**config.mk**
```make
export PLATFORM = sky130hd
export DESIGN_NAME = slc3_datapath_gen
export DESIGN_NICKNAME = d
export VERILOG_FILES = /design/src/rtl/slc3_datapath_gen.sv
export SDC_FILE = /design/constraint.sdc
export NUM_CORES = 1
export LEC_CHECK = 0
export CORE_MARGIN = 2
export CORE_UTILIZATION = 64
export CTS_BUF_LIST = sky130_fd_sc_hd__clkbuf_16
export CTS_CLUSTER_SIZE = 14
export DETAILED_ROUTE_END_ITERATION = 7
export PLACE_DENSITY = 0.85
export REMOVE_ABC_BUFFERS = 1
export SYNTH_ARGS = -nofsm -noshare
export SYNTH_HDL_FRONTEND = slang
export SYNTH_SLANG_ARGS = --single-unit
```
**constraint.sdc**
```tcl
create_clock -name Clk -period 14.5 [get_ports Clk]
set_clock_uncertainty 0.1 [all_clocks]
set_input_delay 2.9 -clock Clk [delete_from_list [all_inputs] [get_ports Clk]]
set_output_delay 2.9 -clock Clk [all_outputs]
set_load 0.01 [all_outputs]
```
**src/rtl/slc3_datapath_gen.sv**
```systemverilog
// SLC-3 datapath with configurable width: register file, PC/IR/MAR/MDR,
// ALU, address adder, gated internal bus, condition codes, BEN and LED.
// MDR memory loads wait for MEM_RDY. Handshake: a memory load is requested
// when LD_MDR=1 and MIO_EN=1 in IDLE; the data is taken on the first edge
// where MEM_RDY=1. MDR_BUSY=1 means the request is still outstanding and
// the controller must hold off.
// Bus conflicts (more than one gate) are latched in BUS_ERR until Reset.
module slc3_datapath_gen #(
   parameter int           W        = 16,
   parameter int           LEDW     = 12,
   parameter logic [W-1:0] PC_RESET = '0
) (
   input  logic            Clk,
   input  logic            Reset,
   input  logic            LD_MAR,
   input  logic            LD_MDR,
   input  logic            LD_IR,
   input  logic            LD_BEN,
   input  logic            LD_CC,
   input  logic            LD_REG,
   input  logic            LD_PC,
   input  logic            LD_LED,
   input  logic            GatePC,
   input  logic            GateMDR,
   input  logic            GateALU,
   input  logic            GateMARMUX,
   input  logic            SR2MUX,
   input  logic            ADDR1MUX,
   input  logic            MARMUX,
   input  logic            DRMUX,
   input  logic            SR1MUX,
   input  logic            MIO_EN,
   input  logic [1:0]      PCMUX,
   input  logic [1:0]      ADDR2MUX,
   input  logic [1:0]      ALUK,
   input  logic [W-1:0]    MDR_In,
   input  logic            MEM_RDY,
   output logic [W-1:0]    MAR,
   output logic [W-1:0]    MDR,
   output logic [W-1:0]    PC,
   output logic [W-1:0]    IR,
   output logic [LEDW-1:0] LED,
   output logic            BEN,
   output logic [2:0]      CC,
   output logic            MDR_BUSY,
   output logic            BUS_ERR
);

   typedef enum logic {
      S_IDLE = 1'b0,
      S_WAIT = 1'b1
   } mdr_state_t;

   logic [W-1:0]    r_mar;
   logic [W-1:0]    r_mdr;
   logic [W-1:0]    r_pc;
   logic [W-1:0]    r_ir;
   logic [LEDW-1:0] r_led;
   logic            r_ben;
   logic [2:0]      r_cc;
   logic            r_bus_err;
   logic [W-1:0]    r_regs [8];
   mdr_state_t      r_state;
   mdr_state_t      w_next_state;

   logic [2:0]      w_sr1_sel;
   logic [2:0]      w_dr_sel;
   logic [W-1:0]    w_sr1;
   logic [W-1:0]    w_sr2;
   logic [W-1:0]    w_alu_b;
   logic [W-1:0]    w_alu;
   logic [W-1:0]    w_addr1;
   logic [W-1:0]    w_addr2;
   logic [W-1:0]    w_addr;
   logic [W-1:0]    w_marmux;
   logic [W-1:0]    w_pc_next;
   logic [W-1:0]    w_bus;
   logic [2:0]      w_gate_cnt;
   logic            w_conflict;
   logic            w_mdr_ld_bus;
   logic            w_mdr_ld_mem;

   // Register-file addressing and combinational reads (no write forwarding).
   assign w_sr1_sel = SR1MUX ? r_ir[8:6] : r_ir[11:9];
   assign w_dr_sel  = DRMUX  ? 3'd7      : r_ir[11:9];
   assign w_sr1     = r_regs[w_sr1_sel];
   assign w_sr2     = r_regs[r_ir[2:0]];

   // ALU operand B select and operation.
   assign w_alu_b = SR2MUX ? {{(W-5){r_ir[4]}}, r_ir[4:0]} : w_sr2;
   always_comb begin
      w_alu = w_sr1;
      case (ALUK)
         2'b00:   w_alu = w_sr1 + w_alu_b;
         2'b01:   w_alu = w_sr1 & w_alu_b;
         2'b10:   w_alu = ~w_sr1;
         default: w_alu = w_sr1;
      endcase
   end

   // Address adder operands and MARMUX.
   assign w_addr1 = ADDR1MUX ? w_sr1 : r_pc;
   always_comb begin
      w_addr2 = '0;
      case (ADDR2MUX)
         2'b00:   w_addr2 = '0;
         2'b01:   w_addr2 = {{(W-6){r_ir[5]}},  r_ir[5:0]};
         2'b10:   w_addr2 = {{(W-9){r_ir[8]}},  r_ir[8:0]};
         default: w_addr2 = {{(W-11){r_ir[10]}}, r_ir[10:0]};
      endcase
   end
   assign w_addr   = w_addr1 + w_addr2;
   assign w_marmux = MARMUX ? {{(W-8){1'b0}}, r_ir[7:0]} : w_addr;

   // Bus: the single gated source, or zero when idle or in conflict.
   assign w_gate_cnt = {2'b00, GatePC} + {2'b00, GateMDR}
                     + {2'b00, GateALU} + {2'b00, GateMARMUX};
   assign w_conflict = (w_gate_cnt > 3'd1);
   always_comb begin
      w_bus = '0;
      if (!w_conflict) begin
         if (GatePC)          w_bus = r_pc;
         else if (GateMDR)    w_bus = r_mdr;
         else if (GateALU)    w_bus = w_alu;
         else if (GateMARMUX) w_bus = w_marmux;
      end
   end

   // PC source select; PC+1 wraps naturally at W bits.
   always_comb begin
      w_pc_next = r_pc;
      case (PCMUX)
         2'b00:   w_pc_next = r_pc + {{(W-1){1'b0}}, 1'b1};
         2'b01:   w_pc_next = w_bus;
         2'b10:   w_pc_next = w_addr;
         default: w_pc_next = r_pc;
      endcase
   end

   // MDR FSM next state and MDR load decode.
   always_comb begin
      w_next_state = r_state;
      w_mdr_ld_bus = 1'b0;
      w_mdr_ld_mem = 1'b0;
      case (r_state)
         S_IDLE: begin
            if (LD_MDR) begin
               if (!MIO_EN)      w_mdr_ld_bus = 1'b1;
               else if (MEM_RDY) w_mdr_ld_mem = 1'b1;
               else              w_next_state = S_WAIT;
            end
         end
         default: begin
            if (MEM_RDY) begin
               w_mdr_ld_mem = 1'b1;
               w_next_state = S_IDLE;
            end
         end
      endcase
   end

   // MDR FSM state register.
   always_ff @(posedge Clk) begin
      if (Reset) r_state <= S_IDLE;
      else       r_state <= w_next_state;
   end

   // Architectural registers; Reset overrides every load.
   always_ff @(posedge Clk) begin
      if (Reset) begin
         r_pc      <= PC_RESET;
         r_mar     <= '0;
         r_mdr     <= '0;
         r_ir      <= '0;
         r_led     <= '0;
         r_ben     <= 1'b0;
         r_cc      <= 3'b010;
         r_bus_err <= 1'b0;
      end else begin
         if (LD_PC)        r_pc  <= w_pc_next;
         if (LD_MAR)       r_mar <= w_bus;
         if (w_mdr_ld_bus) r_mdr <= w_bus;
         if (w_mdr_ld_mem) r_mdr <= MDR_In;
         if (LD_IR)        r_ir  <= w_bus;
         if (LD_LED)       r_led <= r_ir[LEDW-1:0];
         if (LD_CC)        r_cc  <= {w_bus[W-1], (w_bus == '0),
                                     (!w_bus[W-1] && (w_bus != '0))};
         // BEN reads the CC register, so a same-cycle CC load is not seen.
         if (LD_BEN)       r_ben <= (r_ir[11] & r_cc[2]) | (r_ir[10] & r_cc[1])
                                  | (r_ir[9] & r_cc[0]);
         if (w_conflict)   r_bus_err <= 1'b1;
      end
   end

   // Register file write port.
   always_ff @(posedge Clk) begin
      if (Reset) begin
         for (int i = 0; i < 8; i++) r_regs[i] <= '0;
      end else if (LD_REG) begin
         r_regs[w_dr_sel] <= w_bus;
      end
   end

   assign MAR      = r_mar;
   assign MDR      = r_mdr;
   assign PC       = r_pc;
   assign IR       = r_ir;
   assign LED      = r_led;
   assign BEN      = r_ben;
   assign CC       = r_cc;
   assign BUS_ERR  = r_bus_err;
   assign MDR_BUSY = (r_state == S_WAIT);

endmodule

```
==> flow_summary.yaml, run 1 <==
run_status:
  status: "finished, violations left"
  violations: "DRC"
yosys:
  yosys_warnings: 0
  ys_seq_area_frac: 0.396
  synth_area_sq_um: 14000
  synth-edff-count: 128
  synth_area_leaders: "edfxtp_1 (27%), dfxtp_1 (12%), nor2_1 (7.7%)"
  synthCells: 1571
  yosysUniqueCellTypes: 92
  synth.avg_cell_area_sq_um: 8.92
  synth-seq-cells: 213
  synth_top_area_frac: 0.274
  synth_area_leader_cell: "edfxtp_1"
  synthFlopType: "edfxtp_1"
  ys_async_sr_fraction: 0
clock_network:
  clk_pin_slew_ns: 0.07
  cts_root_buf: "clkbuf_16"
  cts_resized: 0
  post_cts_buffers: 0
  htreeDepth: 1
  clock_sinks: 213
  cts_tree: "yes"
  cts_buffers: 24
  clock_latency_ns: 0.56
  ctsHoldBuffers: 0
  clk_path_buf_depth: 3
cells_and_area:
  stdcell_area_sq_um: 16200
  fin_nets: 1720
  mostFrequentLayoutCells: "nor2_1 (286), edfxtp_1 (128), clkdlybuf4s50_1 (123)"
  layoutNonFillerInstCount: 1940
  antenna_cells: 0
  synthToLayoutAreaGrowth_pct: 15.5
  drive_gt1_frac: 0.0892
  final_common_cell: "nor2_1"
sta:
  rsz0062_at_grt: "false"
  max_freq_mhz: 111
  tns_ns: 0
  fin_crit_sh: 0.620
  finalMaxSlewViolations: 0
  final-hold-violation-count: 0
  final.min_clock_period_ns: 8.99
  maxSlewHeadroom: 0.145
  tightest_slew_ns: 1.28
  setup_violations: 0
  fin_ws_ns: 5.51
route:
  wl_per_cell_um: 27.9
  routed_wl_um: 54100
  drc: 27
  drt_iter0_drc: 1962
  vias: 13941
  detail-route-antenna-nets: 0
  drtPass1Iterations: 8
  viasPerCell: 7.19
worst_setup_path:
  r2r-end: "CC[0]$_SDFFE_PP0P_"
  critPathCaptureType: "register"
  r2r_setup_slack_ns: 8.12
  cp.arrival_ns: 9.33
  rr_startpoint: "IR[10]$_SDFFE_PP0P_"
  r2r_cells: 20
  critical_path_peak_fanout: 34
  cp-endpoint: "PC[10]$_SDFFE_PP0P_"
  worstSetupPathType: "in2reg"
  crit_required_ns: 14.84
  cp-startpoint: "SR1MUX"
  worstSetupStartpointType: "input pin"
global_routing:
  grt_overflow_total: 0
  track_usage: 0.452
  grt_pass1_wl_um: 80400
  grt_max_degree: 80
  grt_pass1_vias: 13398
  antenna_found_initial: 2
floorplan:
  rows: 54
  die_area_sq_um: 23100
  core_region_area_sq_um: 21700
  ios: 125
  die_width_um: 152
  fp.dieH_um: 152
  start_util: 0.646
placement:
  gp_congestion: 0.971
  post-place-ws_ns: 5.29
  placed_cells: 1896
  placed_cell_area_sq_um: 15400
  dp_hpwl_um: 35700
  port_buffers: 124
pwr:
  powerDensity_nw_per_um2: 106
  max-vdd-ir-drop_uv: 116
  total_power_uw: 1720
  p_leak_uw: 0.00593
job:
  cap_violations: 0
worst_hold_path:
  hold_class: "reg2reg"
  hold_path_depth: 2
-- worst min-delay path by stage --
stage                                end                 start
finish              BUS_ERR$_SDFFE_PP0P_  BUS_ERR$_SDFFE_PP0P_
detailed placement  MAR[13]$_SDFFE_PP0P_  MAR[13]$_SDFFE_PP0P_
floorplan           MAR[13]$_SDFFE_PP0P_  MAR[13]$_SDFFE_PP0P_
global route         MAR[5]$_SDFFE_PP0P_   MAR[5]$_SDFFE_PP0P_
global placement    MAR[13]$_SDFFE_PP0P_  MAR[13]$_SDFFE_PP0P_
CTS                 BUS_ERR$_SDFFE_PP0P_  BUS_ERR$_SDFFE_PP0P_
-- power by group --
part,switching (uW),internal (uW)
Combinational,252,148
Clock,270,350
Sequential,28.8,668
-- layer usage --
layer / GRT usage / vias up / wire length, um / part of all wire
li1: - / 5899 / - / -
met1: 0.595 / 6496 / 19100 / 0.35
met2: 0.689 / 1256 / 23500 / 0.43
met3: 0.136 / 288 / 8310 / 0.15
met4: 0.219 / 2 / 3250 / 0.060
met5: 0 / - / 9 / 0.00017
-- cell usage after synthesis, types with 10 or more instances --
master	count
nor2_1	286
a21o_1	12
o21ai_0	80
o31ai_1	11
buf_2	17
and2_1	10
nand2_1	122
nand3_1	31
nand2b_1	17
o21a_1	15
edfxtp_1	128
nor2b_1	38
xnor2_1	17
mux2i_1	72
a21oi_1	93
ha_1	33
xor2_1	14
a211oi_1	52
o211ai_1	10
o22ai_1	11
nor3_1	22
mux2_2	12
mux4_2	28
a31oi_1	20
inv_1	56
dfxtp_1	85
clkbuf_1	81
a22oi_1	13
a221oi_1	25
-- cells by family after synthesis --
kind of cell             count (synthesis)  synth area share
AND/OR/NAND/NOR                        579             0.184
multiplexers                           116             0.110
XOR/XNOR                                32            0.0205
AO/OA/AOI/OAI                          422             0.206
adder cells (fa/ha/maj)                 36            0.0330
flip-flops                             213             0.396
buffers and inverters                  173            0.0505
-- sequential cells by signal, summed over array words and instances (netlist names), named ones only --
signal and flops:
r_regs 128, BEN 1, PC 16, MDR 16, MDR_BUSY 1, LED 12
IR 16, MAR 16, CC 3, BUS_ERR 1
-- cell type report --
| type | count | area (sq um) |
|---|---|---|
| Multi-Input combinational cell | 1185 | 7780 |
| Sequential cell | 213 | 5550 |
| Fill cell | 1486 | 5500 |
| Timing Repair Buffer | 161 | 1510 |
| Clock buffer | 25 | 626 |
| Tap cell | 280 | 350 |
| Inverter | 57 | 214 |
| Clock inverter | 19 | 165 |
-- metrics by stage --
step / hold WS, ns / util
after floorplan: 0.384 / -
after global placement: 0.352 / 0.710
after detailed placement: 0.365 / 0.710
after CTS: 0.378 / 0.747
after global routing: 0.407 / 0.747
final: 0.367 / 0.747
-- worst max-delay path, cell delays in order --
cell             delay [ns]
clkdlybuf4s50_1        1.05
mux2_4                 0.67
mux4_2                 0.57
mux2i_1                0.37
a21oi_1                0.13
ha_1                   0.26
fa_1                   0.50
a21oi_1                0.22
nand4b_1               0.17
a21oi_1                0.11
o21bai_1               0.25
nand2_1                0.11
xor2_1                 0.29
a211oi_1               0.13
mux2i_1                0.25
o211ai_1               0.54
inv_1                  0.25
a221oi_1               0.12
a2111oi_0              0.43
No activity file was read; power rests on OpenSTA's default activity.
==> run 2: changes to the inputs <==
- CORE_UTILIZATION: 64 -> 53
- PLACE_DENSITY: 0.85 -> 0.75
- clock period: 14.5 -> 7.75 ns (I/O delays scaled with it)
==> flow_summary.yaml, run 2 (synthesis results as in run 1) <==
global_routing:
  grt_pass1_vias: 12922
  antenna_found_initial: 1
  grt_pass1_wl_um: 79600
  track_usage: 0.375
  grt_overflow_total: 0
  grt_max_degree: 63
placement:
  dp_hpwl_um: 38700
  port_buffers: 124
  gp_congestion: 1.06
  post-place-ws_ns: 0.251
pwr:
  p_clk_frac: 0.340
  powerDensity_nw_per_um2: 193
  combPwrFrac: 0.245
  total_power_uw: 3150
  p_int_uw: 2150
  p_sw_uw: 998
  sw_frac_of_total: 0.317
  max-vdd-ir-drop_uv: 214
  pwr-share-seq: 0.415
  p_leak_uw: 0.00600
clock_network:
  clk_path_buf_depth: 3
  clock_sinks: 213
  clk_pin_slew_ns: 0.06
  clock_latency_ns: 0.54
  htreeDepth: 1
  cts_root_buf: "clkbuf_16"
  ctsHoldBuffers: 0
  post_cts_buffers: 0
  cts_buffers: 23
  cts_resized: 0
  cts_tree: "yes"
route:
  vias: 13776
  routed_wl_um: 53400
  wl_per_cell_um: 26.5
  viasPerCell: 6.84
  m1WireLength_um: 19800
  met2WireLength_um: 23100
  dr.max_layer_used: "met5"
  drtPass1Iterations: 6
  wl_met3_um: 7340
  detail-route-antenna-nets: 0
  drc: 0
  drt_iter0_drc: 1991
worst_hold_path:
  hold_class: "reg2reg"
sta:
  maxSlewHeadroom: 0.224
  fin_ws_ns: 0.385
  finalMaxSlewViolations: 0
  tightest_slew_ns: 1.16
  fin_crit_sh: 0.950
  final-hold-violation-count: 0
  setup_violations: 0
  max_freq_mhz: 136
  rsz0062_at_grt: "false"
  final.min_clock_period_ns: 7.37
  tns_ns: 0
cells_and_area:
  drive_gt1_frac: 0.0977
  fillCellCount: 2191
  mostFrequentLayoutCells: "nor2_1 (286), edfxtp_1 (128), clkdlybuf4s50_1 (123)"
  register_area_sq_um: 5550
  antenna_cells: 0
  final_common_cell: "nor2_1"
  top_register: "r_regs"
  synthToLayoutAreaGrowth_pct: 16.7
  multiInputGateArea_sq_um: 7780
  largest_reg_flops: 128
  fin_nets: 1739
floorplan:
  fp.dieH_um: 167
  die_area_sq_um: 27800
  start_util: 0.539
  die_width_um: 167
  ios: 125
  rows: 59
  core_region_area_sq_um: 26000
run_status:
  status: "finished, final reports clean"
job:
  cap_violations: 0
worst_setup_path:
  worstSetupStartpointType: "input pin"
  cp.arrival_ns: 7.73
  worstSetupPathType: "in2reg"
  critical_path_peak_fanout: 12
  crit_required_ns: 8.11
  critPathCaptureType: "register"
==> run 2: cell types whose count changed in the layout (fill, tap and decap cells not counted), sizes merged <==
cell      change
clkinv        +3
clkbuf        -2
inv           -2
buf          +20
clkinvlp      -1
==> run 2: metal layers <==
layer | up-vias | track usage
met5 | - | 0
met3 | 212 | 0.0896
met4 | 2 | 0.188
li1 | 5937 | -
met1 | 6550 | 0.505
met2 | 1075 | 0.569
==> run 2: through the flow <==
stage          utilization  cells  cell area [sq um]  hold WS [ns]
2_1_floorplan            -   1455              13500         0.384
3_3_place_gp         0.601   1971              15600         0.355
3_5_place_dp         0.601   1971              15600         0.360
4_1_cts              0.629   2013              16300         0.375
5_1_grt              0.629   2013              16300         0.412
6_report             0.629   2013              16300         0.374
==> run 2: cell type report <==
| class | instances | share of cell area |
|---|---|---|
| multi-input combinational | 1185 | 0.476 |
| sequential | 213 | 0.339 |
| timing repair buffer | 181 | 0.102 |
| clock buffer | 23 | 0.0352 |
| tap | 335 | 0.0256 |
| inverter | 57 | 0.0131 |
| clock inverter | 19 | 0.00941 |
==> run 2: final timing paths <==
kind,startpoint,end,cells after the start,slack (ns)
hold / removal,MAR[5]$_SDFFE_PP0P_,MAR[5]$_SDFFE_PP0P_,2,0.37
setup / recovery,SR1MUX,CC[1]$_SDFFE_PP1P_,20,0.38
hold reg to reg,MAR[5]$_SDFFE_PP0P_,MAR[5]$_SDFFE_PP0P_,2,0.37
setup reg to reg,IR[9]$_SDFFE_PP0P_,CC[1]$_SDFFE_PP1P_,19,1.54
==> run 2: worst max-delay path: stages <==
cell,delay (ns)
clkdlybuf4s50_1,0.82
buf_4,0.25
mux2i_2,0.51
o21ai_0,0.21
o22ai_1,0.41
inv_1,0.13
mux2_2,0.29
ha_1,0.33
a21oi_1,0.20
nand4b_1,0.16
a21oi_1,0.09
or2_2,0.29
a21oi_1,0.18
xnor2_1,0.12
a221oi_1,0.42
a21boi_0,0.15
a31oi_1,0.86
nand2_1,0.16
nor4b_2,0.38
a221o_1,0.20
==> run 2: power groups by stage <==
stage	registers, uW	clock network [uW]	logic, uW
after floorplan	1320	0	417
after global routing	1310	1130	809
after global placement	1320	0	733
after detailed placement	1330	0	738
final	1310	1070	770
after CTS	1300	1080	743
==> run 3: changes to the inputs <==
- clock period: 7.75 -> 6.5 ns (I/O delays scaled with it)
==> flow_summary.yaml, run 3 (synthesis results as in run 1) <==
run_status:
  status: "finished, final reports clean"
cells_and_area:
  antenna_cells: 0
  drive_gt1_frac: 0.136
  top_register: "r_regs"
  largest_reg_flops: 128
  mostFrequentLayoutCells: "nor2_1 (286), buf_4 (134), edfxtp_1 (128)"
  final_util: 0.651
  stdcell_area_sq_um: 16900
  fin_nets: 1817
  final_common_cell: "nor2_1"
  synthToLayoutAreaGrowth_pct: 20.8
route:
  drtPass1Iterations: 8
  drc: 0
  routed_wl_um: 56900
  vias: 13967
  drt_iter0_drc: 2082
  wl_per_cell_um: 27.2
  detail-route-antenna-nets: 0
  viasPerCell: 6.69
floorplan:
  ios: 125
  rows: 59
  start_util: 0.539
  fp.dieH_um: 167
  die_area_sq_um: 27800
  die_width_um: 167
  core_region_area_sq_um: 26000
placement:
  dp_hpwl_um: 41200
  gp_congestion: 1.06
  post-place-ws_ns: -0.00240
  placed_cell_area_sq_um: 16200
  port_buffers: 124
sta:
  final-hold-violation-count: 0
  tightest_slew_ns: 1.19
  final.min_clock_period_ns: 6.14
  max_freq_mhz: 163
  fin_ws_ns: 0.361
  maxSlewHeadroom: 0.206
  tns_ns: 0
  setup_violations: 0
  finalMaxSlewViolations: 0
  rsz0062_at_grt: "false"
  fin_crit_sh: 0.944
global_routing:
  grt_pass1_wl_um: 83500
  grt_overflow_total: 0
  grt_pass1_vias: 13192
  grt_max_degree: 70
  track_usage: 0.398
  antenna_found_initial: 0
worst_hold_path:
  min_from: "BUS_ERR$_SDFFE_PP0P_"
  hold_path_depth: 2
  worstHoldEndpoint: "BUS_ERR$_SDFFE_PP0P_"
  hold_class: "reg2reg"
worst_setup_path:
  worstSetupPathType: "in2reg"
  cpMostUsedCell: "a21oi_1"
  rr_startpoint: "IR[8]$_SDFFE_PP0P_"
  slowest_stage: "clkdlybuf4s50_1"
  r2r_setup_slack_ns: 1.21
  critical_path_peak_fanout: 10
  critPathCaptureType: "register"
  cp_num_buf_inv: 4
  cp_slowest_stage_delay_ns: 0.59
  worstSetupStartpointType: "input pin"
  crit_required_ns: 6.78
  crit_chain: "clkdlybuf4s50_1 -> buf_4 -> mux2i_2 -> mux4_2 -> mux2i_1 -> a21oi_1 -> ha_1 -> fa_1 -> a21oi_1 -> nand4b_1 -> a21oi_1 -> o21bai_1 -> buf_4 -> a21boi_0 -> o21ai_0 -> a21oi_1 -> a32o_1 -> o31ai_4 -> buf_4 -> nor2_1 -> a221oi_1 -> nor2_1"
  cp.arrival_ns: 6.42
  cp-startpoint: "SR1MUX"
  r2r-end: "MDR[12]$_SDFFE_PP0P_"
  r2r_cells: 20
  path_delay_family: "compound AO/OA/AOI/OAI gates"
clock_network:
  clk_path_buf_depth: 3
  cts_root_buf: "clkbuf_16"
  cts_resized: 0
  clock_latency_ns: 0.55
  clock_sinks: 213
  cts_buffers: 24
  clk_pin_slew_ns: 0.06
  post_cts_buffers: 0
  htreeDepth: 1
  cts_tree: "yes"
  ctsHoldBuffers: 0
pwr:
  max-vdd-ir-drop_uv: 284
  total_power_uw: 3830
  powerDensity_nw_per_um2: 226
  p_leak_uw: 0.00637
job:
  cap_violations: 0
## run 3: how the worst max path moves through the flow
stage | end | depth (start not counted)
6_report | MDR[12]$_SDFFE_PP0P_ | 22
5_1_grt | PC[8]$_SDFFE_PP0P_ | 21
4_1_cts | MDR[12]$_SDFFE_PP0P_ | 22
3_5_place_dp | PC[8]$_SDFFE_PP0P_ | 21
3_3_place_gp | PC[8]$_SDFFE_PP0P_ | 20
2_1_floorplan | CC[1]$_SDFFE_PP1P_ | 15
## run 3: layout make-up
cell class	instances	area [sq um]
clock buffers	24	601
clock inverters	17	129
fillers	2194	9060
inverters	57	214
multi-input cells	1185	7780
flip-flops and latches	213	5550
well taps	335	419
repair buffers	258	2240
## run 3: worst min-delay path, cell delays in order, from the launching register on
cell     delay, ns
dfxtp_1       0.32
nor2_1        0.04
nor2_1        0.07
## run 3: metal layers
| metal | GRT usage | routed length, um | vias to the layer above |
|---|---|---|---|
| met2 | 0.600 | 24500 | 1062 |
| met1 | 0.550 | 22200 | 6624 |
| li1 | - | - | 6092 |
| met3 | 0.101 | 7540 | 189 |
| met4 | 0.164 | 2640 | 0 |
| met5 | 0 | 0 | - |
## run 3: per-stage QoR
| stage | hold slack, ns | std cells |
|---|---|---|
| after floorplan | 0.384 | 1455 |
| after global placement | 0.348 | 2048 |
| after detailed placement | 0.359 | 2048 |
| after CTS | 0.373 | 2089 |
| after global routing | 0.402 | 2089 |
| final | 0.371 | 2089 |
## run 3: power breakdown
group	leakage, uW	switching (uW)	internal, uW
registers	0.00202	65.1	1490
clock network	0.000381	568	712
logic	0.00397	599	399
total	0.00637	1230	2600
